`src/rtl/support_io_arbiter.sv`:
```
// support_io_arbiter: two-master round-robin arbiter onto the 16-device support IO Wishbone bus.
// Latency: device strobe 1 cycle after request; master ack 1 cycle after device ack; 1 RELEASE cycle after.
// Backpressure: losing master holds its strobe until granted; a silent device is cut off after TIMEOUT cycles.
//
// Ports:
//   clk_i, rst_i              clock, synchronous active-high reset
//   m0_* / m1_*               master side: per-device stb/we, adr, write dat in; ack/err pulse and read dat out
//   s_stb_o/s_we_o            one-hot device strobe and write enable
//   s_adr_o/s_dat_o           address and write data latched at grant
//   s_ack_i/s_dat_i           per-device ack and merged read data (device n at [8n+7:8n])
//   busy_o/owner_o            cycle in progress, current or most recent grantee
module support_io_arbiter #(
   parameter int unsigned TIMEOUT = 255
) (
   input  logic          clk_i,
   input  logic          rst_i,
   input  logic [15:0]   m0_stb_i,
   input  logic [15:0]   m0_we_i,
   input  logic [7:0]    m0_adr_i,
   input  logic [7:0]    m0_dat_i,
   output logic          m0_ack_o,
   output logic          m0_err_o,
   output logic [7:0]    m0_dat_o,
   input  logic [15:0]   m1_stb_i,
   input  logic [15:0]   m1_we_i,
   input  logic [7:0]    m1_adr_i,
   input  logic [7:0]    m1_dat_i,
   output logic          m1_ack_o,
   output logic          m1_err_o,
   output logic [7:0]    m1_dat_o,
   output logic [15:0]   s_stb_o,
   output logic [15:0]   s_we_o,
   output logic [7:0]    s_adr_o,
   output logic [7:0]    s_dat_o,
   input  logic [15:0]   s_ack_i,
   input  logic [127:0]  s_dat_i,
   output logic          busy_o,
   output logic          owner_o
);

   typedef enum logic [1:0] {
      IDLE    = 2'd0,
      BUSY    = 2'd1,
      RELEASE = 2'd2
   } state_t;

   // Counter value at which the cycle is forced to end; gives exactly TIMEOUT strobe cycles.
   localparam logic [15:0] TO_LAST = 16'(TIMEOUT - 1);

   state_t       state;
   logic         last;
   logic [3:0]   dev;
   logic [15:0]  cnt;

   logic         req0;
   logic         req1;
   logic         gnt1;
   logic [15:0]  g_stb;
   logic [15:0]  g_we;
   logic [7:0]   g_adr;
   logic [7:0]   g_dat;
   logic [3:0]   g_dev;
   logic [15:0]  g_onehot;
   logic         dev_ack;
   logic         done;
   logic [7:0]   rd_dat;

   // Lowest set bit wins when a master strobes more than one device.
   function automatic logic [3:0] low_idx(input logic [15:0] v);
      logic [3:0] idx;
      idx = 4'd0;
      for (int i = 15; i >= 0; i--) begin
         if (v[i]) idx = 4'(i);
      end
      return idx;
   endfunction

   always_comb begin
      req0     = |m0_stb_i;
      req1     = |m1_stb_i;
      // On a tie, the master that was not served last gets the bus.
      gnt1     = req1 && (!req0 || !last);
      g_stb    = gnt1 ? m1_stb_i : m0_stb_i;
      g_we     = gnt1 ? m1_we_i  : m0_we_i;
      g_adr    = gnt1 ? m1_adr_i : m0_adr_i;
      g_dat    = gnt1 ? m1_dat_i : m0_dat_i;
      g_dev    = low_idx(g_stb);
      g_onehot = 16'd1 << g_dev;
      // Only the selected device's ack counts; stray acks are ignored.
      dev_ack  = s_ack_i[dev];
      // A real ack on the timeout edge takes precedence over the timeout.
      done     = dev_ack || (cnt == TO_LAST);
      rd_dat   = dev_ack ? s_dat_i[{dev, 3'b000} +: 8] : 8'hff;
   end

   always_ff @(posedge clk_i) begin
      if (rst_i) begin
         state    <= IDLE;
         last     <= 1'b1;
         dev      <= 4'd0;
         cnt      <= 16'd0;
         s_stb_o  <= 16'd0;
         s_we_o   <= 16'd0;
         s_adr_o  <= 8'hff;
         s_dat_o  <= 8'hff;
         m0_ack_o <= 1'b0;
         m0_err_o <= 1'b0;
         m0_dat_o <= 8'hff;
         m1_ack_o <= 1'b0;
         m1_err_o <= 1'b0;
         m1_dat_o <= 8'hff;
         busy_o   <= 1'b0;
         owner_o  <= 1'b0;
      end else begin
         m0_ack_o <= 1'b0;
         m0_err_o <= 1'b0;
         m1_ack_o <= 1'b0;
         m1_err_o <= 1'b0;
         case (state)
            IDLE: begin
               if (req0 || req1) begin
                  owner_o <= gnt1;
                  dev     <= g_dev;
                  s_adr_o <= g_adr;
                  s_dat_o <= g_dat;
                  s_stb_o <= g_onehot;
                  s_we_o  <= g_we[g_dev] ? g_onehot : 16'd0;
                  cnt     <= 16'd0;
                  busy_o  <= 1'b1;
                  state   <= BUSY;
               end
            end
            BUSY: begin
               if (done) begin
                  s_stb_o <= 16'd0;
                  s_we_o  <= 16'd0;
                  last    <= owner_o;
                  state   <= RELEASE;
                  if (owner_o) begin
                     m1_ack_o <= 1'b1;
                     m1_err_o <= !dev_ack;
                     m1_dat_o <= rd_dat;
                  end else begin
                     m0_ack_o <= 1'b1;
                     m0_err_o <= !dev_ack;
                     m0_dat_o <= rd_dat;
                  end
               end else begin
                  cnt <= cnt + 16'd1;
               end
            end
            RELEASE: begin
               // The owner's strobe may still be high here; it is deliberately not looked at.
               busy_o <= 1'b0;
               state  <= IDLE;
            end
            default: begin
               busy_o <= 1'b0;
               state  <= IDLE;
            end
         endcase
      end
   end

endmodule

```
`config.mk`:
```
export PLATFORM = sky130hd
export DESIGN_NAME = support_io_arbiter
export DESIGN_NICKNAME = d
export VERILOG_FILES = /design/src/rtl/support_io_arbiter.sv
export SDC_FILE = /design/constraint.sdc
export NUM_CORES = 1
export LEC_CHECK = 0
export BUFFER_PORTS_ARGS = -buffer_cell sky130_fd_sc_hd__buf_2
export CAP_MARGIN = 20
export CORE_AREA = 2 2 121 123
export CTS_CLUSTER_DIAMETER = 80
export DETAILED_ROUTE_END_ITERATION = 8
export DIE_AREA = 0 0 123 125
export GPL_TIMING_DRIVEN = 0
export PLACE_DENSITY = 0.72
export SYNTH_ARGS = -nofsm -noshare
export SYNTH_HDL_FRONTEND = slang
export SYNTH_SLANG_ARGS = --single-unit
```
`constraint.sdc`:
```
create_clock -name clk_i -period 3 [get_ports clk_i]
set_input_delay 0 -clock clk_i [delete_from_list [all_inputs] [get_ports clk_i]]
set_output_delay 0 -clock clk_i [all_outputs]
set_load 0.01 [all_outputs]
```
==> flow_metrics.tcl <==
set metrics [dict create \
    h-tree-depth 3 \
    antenna_found_initial 2 \
    routabilityCongestion 0.931 \
    reg2reg_to "m1_dat_o[6]$_SDFFE_PP1P_" \
    rrSetupSlack_ns 0.16 \
    finalPower_uw 3490 \
    synthXorXnorAreaFrac 0.0207 \
    r2r_cells 7 \
    cp_num_buf_inv 2 \
    synthDistinctLibCells 66 \
    max-slew-margin-rel 0.440 \
    finalCritPeriodShare 0.948 \
    tightest_slew_ns 0.829 \
    rsz0062_at_grt "no" \
    hold_end "dev[0]$_SDFFE_PP0P_" \
    initial_utilization 0.387 \
    fmax_mhz 352 \
    async_flop_share 0 \
    hold_depth 4 \
    synth_compound_area_frac 0.176 \
    cp-start-kind "flip-flop" \
    nNetsFinal 1179 \
    syn_area_per_cell_um2 9.47 \
    synth_top_area_cell "dfxtp_1" \
    grt_max_degree 18 \
    die_w_um 123 \
    syn-num-nets 825 \
    dp_hpwl_um 16400 \
    reg2reg_from "dev[2]$_SDFFE_PP0P_" \
    synthAdderAreaFrac 0.00455 \
    area_delta_synth_final_pct 44.3 \
    ios 312 \
    max_stage_delay_ns 0.55 \
    multiInputGateArea_um2 3450 \
    fin_crit_ns 2.84 \
    regArea_um2 1860 \
    crit_type "flip-flop to flip-flop" \
    drv_cap 0 \
    synth_edf_count 0 \
    path_max_fanout 10 \
    vdd_drop_max_v 0.000315 \
    clock-sinks 93 \
    insertion_delay_ns 0.35 \
    gr-total-overflow 0 \
    vias 6150 \
    synthMuxAreaShare 0.202 \
    drc 0 \
    io_buffer_count 311 \
    crit_chain "clkbuf_1 -> clkbuf_1 -> mux4_2 -> mux4_2 -> nor2_1 -> nor2_1 -> a211o_1" \
    crit_slowest_cell "clkbuf_1" \
    p_per_area_nw_per_um2 439 \
    cp_top_family "buffers and inverters" \
    cts_buffers 9 \
    synthSimpleGateAreaFrac 0.219 \
    dr.pass1.iters 5 \
    min_from "m1_stb_i[1]" \
    finalSetupViolations 0 \
    status "finished clean" \
    chipHeight_um 125 \
    place_inst 1076 \
    worstPathArrival_ns 3.08 \
    dieArea_um2 15400 \
    ys.flop_type "dfxtp_1" \
    p_leak_uw 0.00340 \
    yosys_warnings 0 \
    synth_cells 581 \
    final_core_utilization 0.559 \
    hp-class "input port to flip-flop" \
    cp-end-kind "flip-flop" \
    hold_viol_final 0 \
    core_area_um2 14200 \
    rows 44 \
    cts_tree "done" \
    tns_ns 0 \
    vias_per_cell 5.47 \
    yosysTopAreaCellShare 0.338 \
    first_iter_violations 367 \
    layout-drive-gt1-share 0.438 \
    finClkSkew_ns 0.00477 \
    drt_wl_total_um 20900 \
    whs_ns 0.171 \
    ys_seq_elements 93 \
    synth.area.top_cells "dfxtp_1 (34%), mux4_2 (18%), nor2_1 (7.0%), nand2_1 (4.6%), a211o_1 (2.5%)" \
    cts_buffer_depth 2 \
    grt_first_pass_wirelength_um 31500 \
    antenna_left 0 \
    slew_viol_final 0 \
    wl_per_cell_um 18.6 \
    grtUsageTotal 0.268 \
    synth_top_family_by_area "simple AND/OR/NAND/NOR gates" \
    yosysSeqAreaShare 0.338 \
    fin_cells 1125 \
    grt_pass1_vias 6051 \
    cts-root-buf "clkbuf_16" \
    netlist_area_um2 5500 \
    clk_pin_slew_ns 0.07 \
    required_ns 3.24 \
    n_fill_cell 1373 \
]
## routing by layer
metal	vias to the layer above	share of wire	track usage
li1	2891	-	-
met1	2928	0.41	0.355
met2	292	0.47	0.416
met3	37	0.10	0.0949
met4	2	0.022	0.0749
met5	-	0.00053	0
## synthesized netlist by cell type, types with 3 or more instances
library cell  instances
and3_1                3
mux2i_1              10
nor4_2                7
buf_2                 7
xor2_1               11
a21oi_1              11
nand4_1               7
buf_1                 6
o21ai_2               3
nand2b_1              7
mux4_2               44
a31o_1                3
nor3_1               10
nand3_1               8
a211o_1              16
o21ai_0               8
a22o_1                7
nand2_1              67
clkbuf_1             20
a32o_1               10
dfxtp_1              93
a31oi_1              18
and2_1                7
nor2b_1              10
nor2_1              103
inv_1                11
a22oi_1              16
## power breakdown
| part | switching [uW] | internal [uW] | leakage, uW |
|---|---|---|---|
| clock | 527 | 574 | 0.000134 |
| combinational | 550 | 486 | 0.00250 |
| sequential | 42.1 | 1310 | 0.000757 |
| total | 1120 | 2370 | 0.00340 |
## per-stage QoR
stage | area [um^2] | setup WS, ns
after detailed placement | 7290 | -0.208
after global placement | 7290 | -0.184
after floorplan | 5500 | 0.360
after global routing | 7940 | 0.0196
final | 7940 | 0.157
after CTS | 7910 | 0.0828
## worst max-delay path by stage
stage / startpoint / to / slack, ns / cells after the start
floorplan: dev[0]$_SDFFE_PP0P_ / m1_dat_o[3]$_SDFFE_PP1P_ / 0.36 / 7
global placement: dev[0]$_SDFFE_PP0P_ / s_we_o[13]$_SDFFE_PP0P_ / -0.18 / 10
detailed placement: dev[0]$_SDFFE_PP0P_ / s_we_o[13]$_SDFFE_PP0P_ / -0.21 / 10
CTS: dev[1]$_SDFFE_PP0P_ / cnt[10]$_SDFFE_PP0P_ / 0.08 / 12
global route: dev[0]$_SDFFE_PP0P_ / cnt[10]$_SDFFE_PP0P_ / 0.02 / 11
finish: dev[2]$_SDFFE_PP0P_ / m1_dat_o[6]$_SDFFE_PP1P_ / 0.16 / 7
## final cells by class
type / count / area share
clock inverters: 7 / 0.00725
multi-input cells: 441 / 0.435
flip-flops and latches: 93 / 0.235
repair buffers: 343 / 0.236
clock buffers: 9 / 0.0284
well taps: 184 / 0.0290
diodes: 1 / 0.000315
inverters: 11 / 0.00520
plain buffers: 36 / 0.0244
## layout by cell type (no fill, tap or decap), types with 8 or more instances in the layout
master and instances:
nand2_1 67, a21oi_1 11, buf_2 317, a22oi_1 16
clkbuf_1 19, dlygate4sd3_1 32, nor2_1 103, inv_1 11
clkbuf_16 9, dfxtp_1 93, xor2_1 11, nor3_1 9
mux4_2 44, a32o_1 10, a31oi_1 18, o21ai_0 8
a211o_1 16, mux2i_1 10, nand3_1 8, nor2b_1 10
## repair_timing
action / in CTS / in global routing
hold buffers: 32 / 0
resized for setup: 7 / 6
buffers inserted: 0 / 0
setup endpoints to repair: 33 / 27
endpoints found under the hold margin: 16 / 0
pin swaps: 0 / 1
## flip-flops by register name, summed over array words and instances, names as in the netlist
signal    count
last          1
m0_ack_o      1
m1_ack_o      1
m0_err_o      1
state         2
cnt          16
s_adr_o       8
dev           4
s_stb_o      16
s_we_o       16
busy_o        1
s_dat_o       8
m1_err_o      1
owner_o       1
m0_dat_o      8
m1_dat_o      8
## worst register-to-register path, stage by stage (launching register included)
cell and delay [ns]:
dfxtp_1 0.31, clkbuf_1 0.43, clkbuf_1 0.55, mux4_2 0.45, mux4_2 0.48, nor2_1 0.19, nor2_1 0.07, a211o_1 0.26
## kinds of logic (layout without fill, tap and decap cells)
logic type,after synthesis,in the layout
adder cells (fa/ha/maj),2,2
XOR/XNOR,13,13
other,0,1
flip-flops,93,93
AND/OR/NAND/NOR,249,249
multiplexers,56,56
buffers and inverters,47,406
AO/OA/AOI/OAI,121,121
Power figures use the tool's default switching activity.
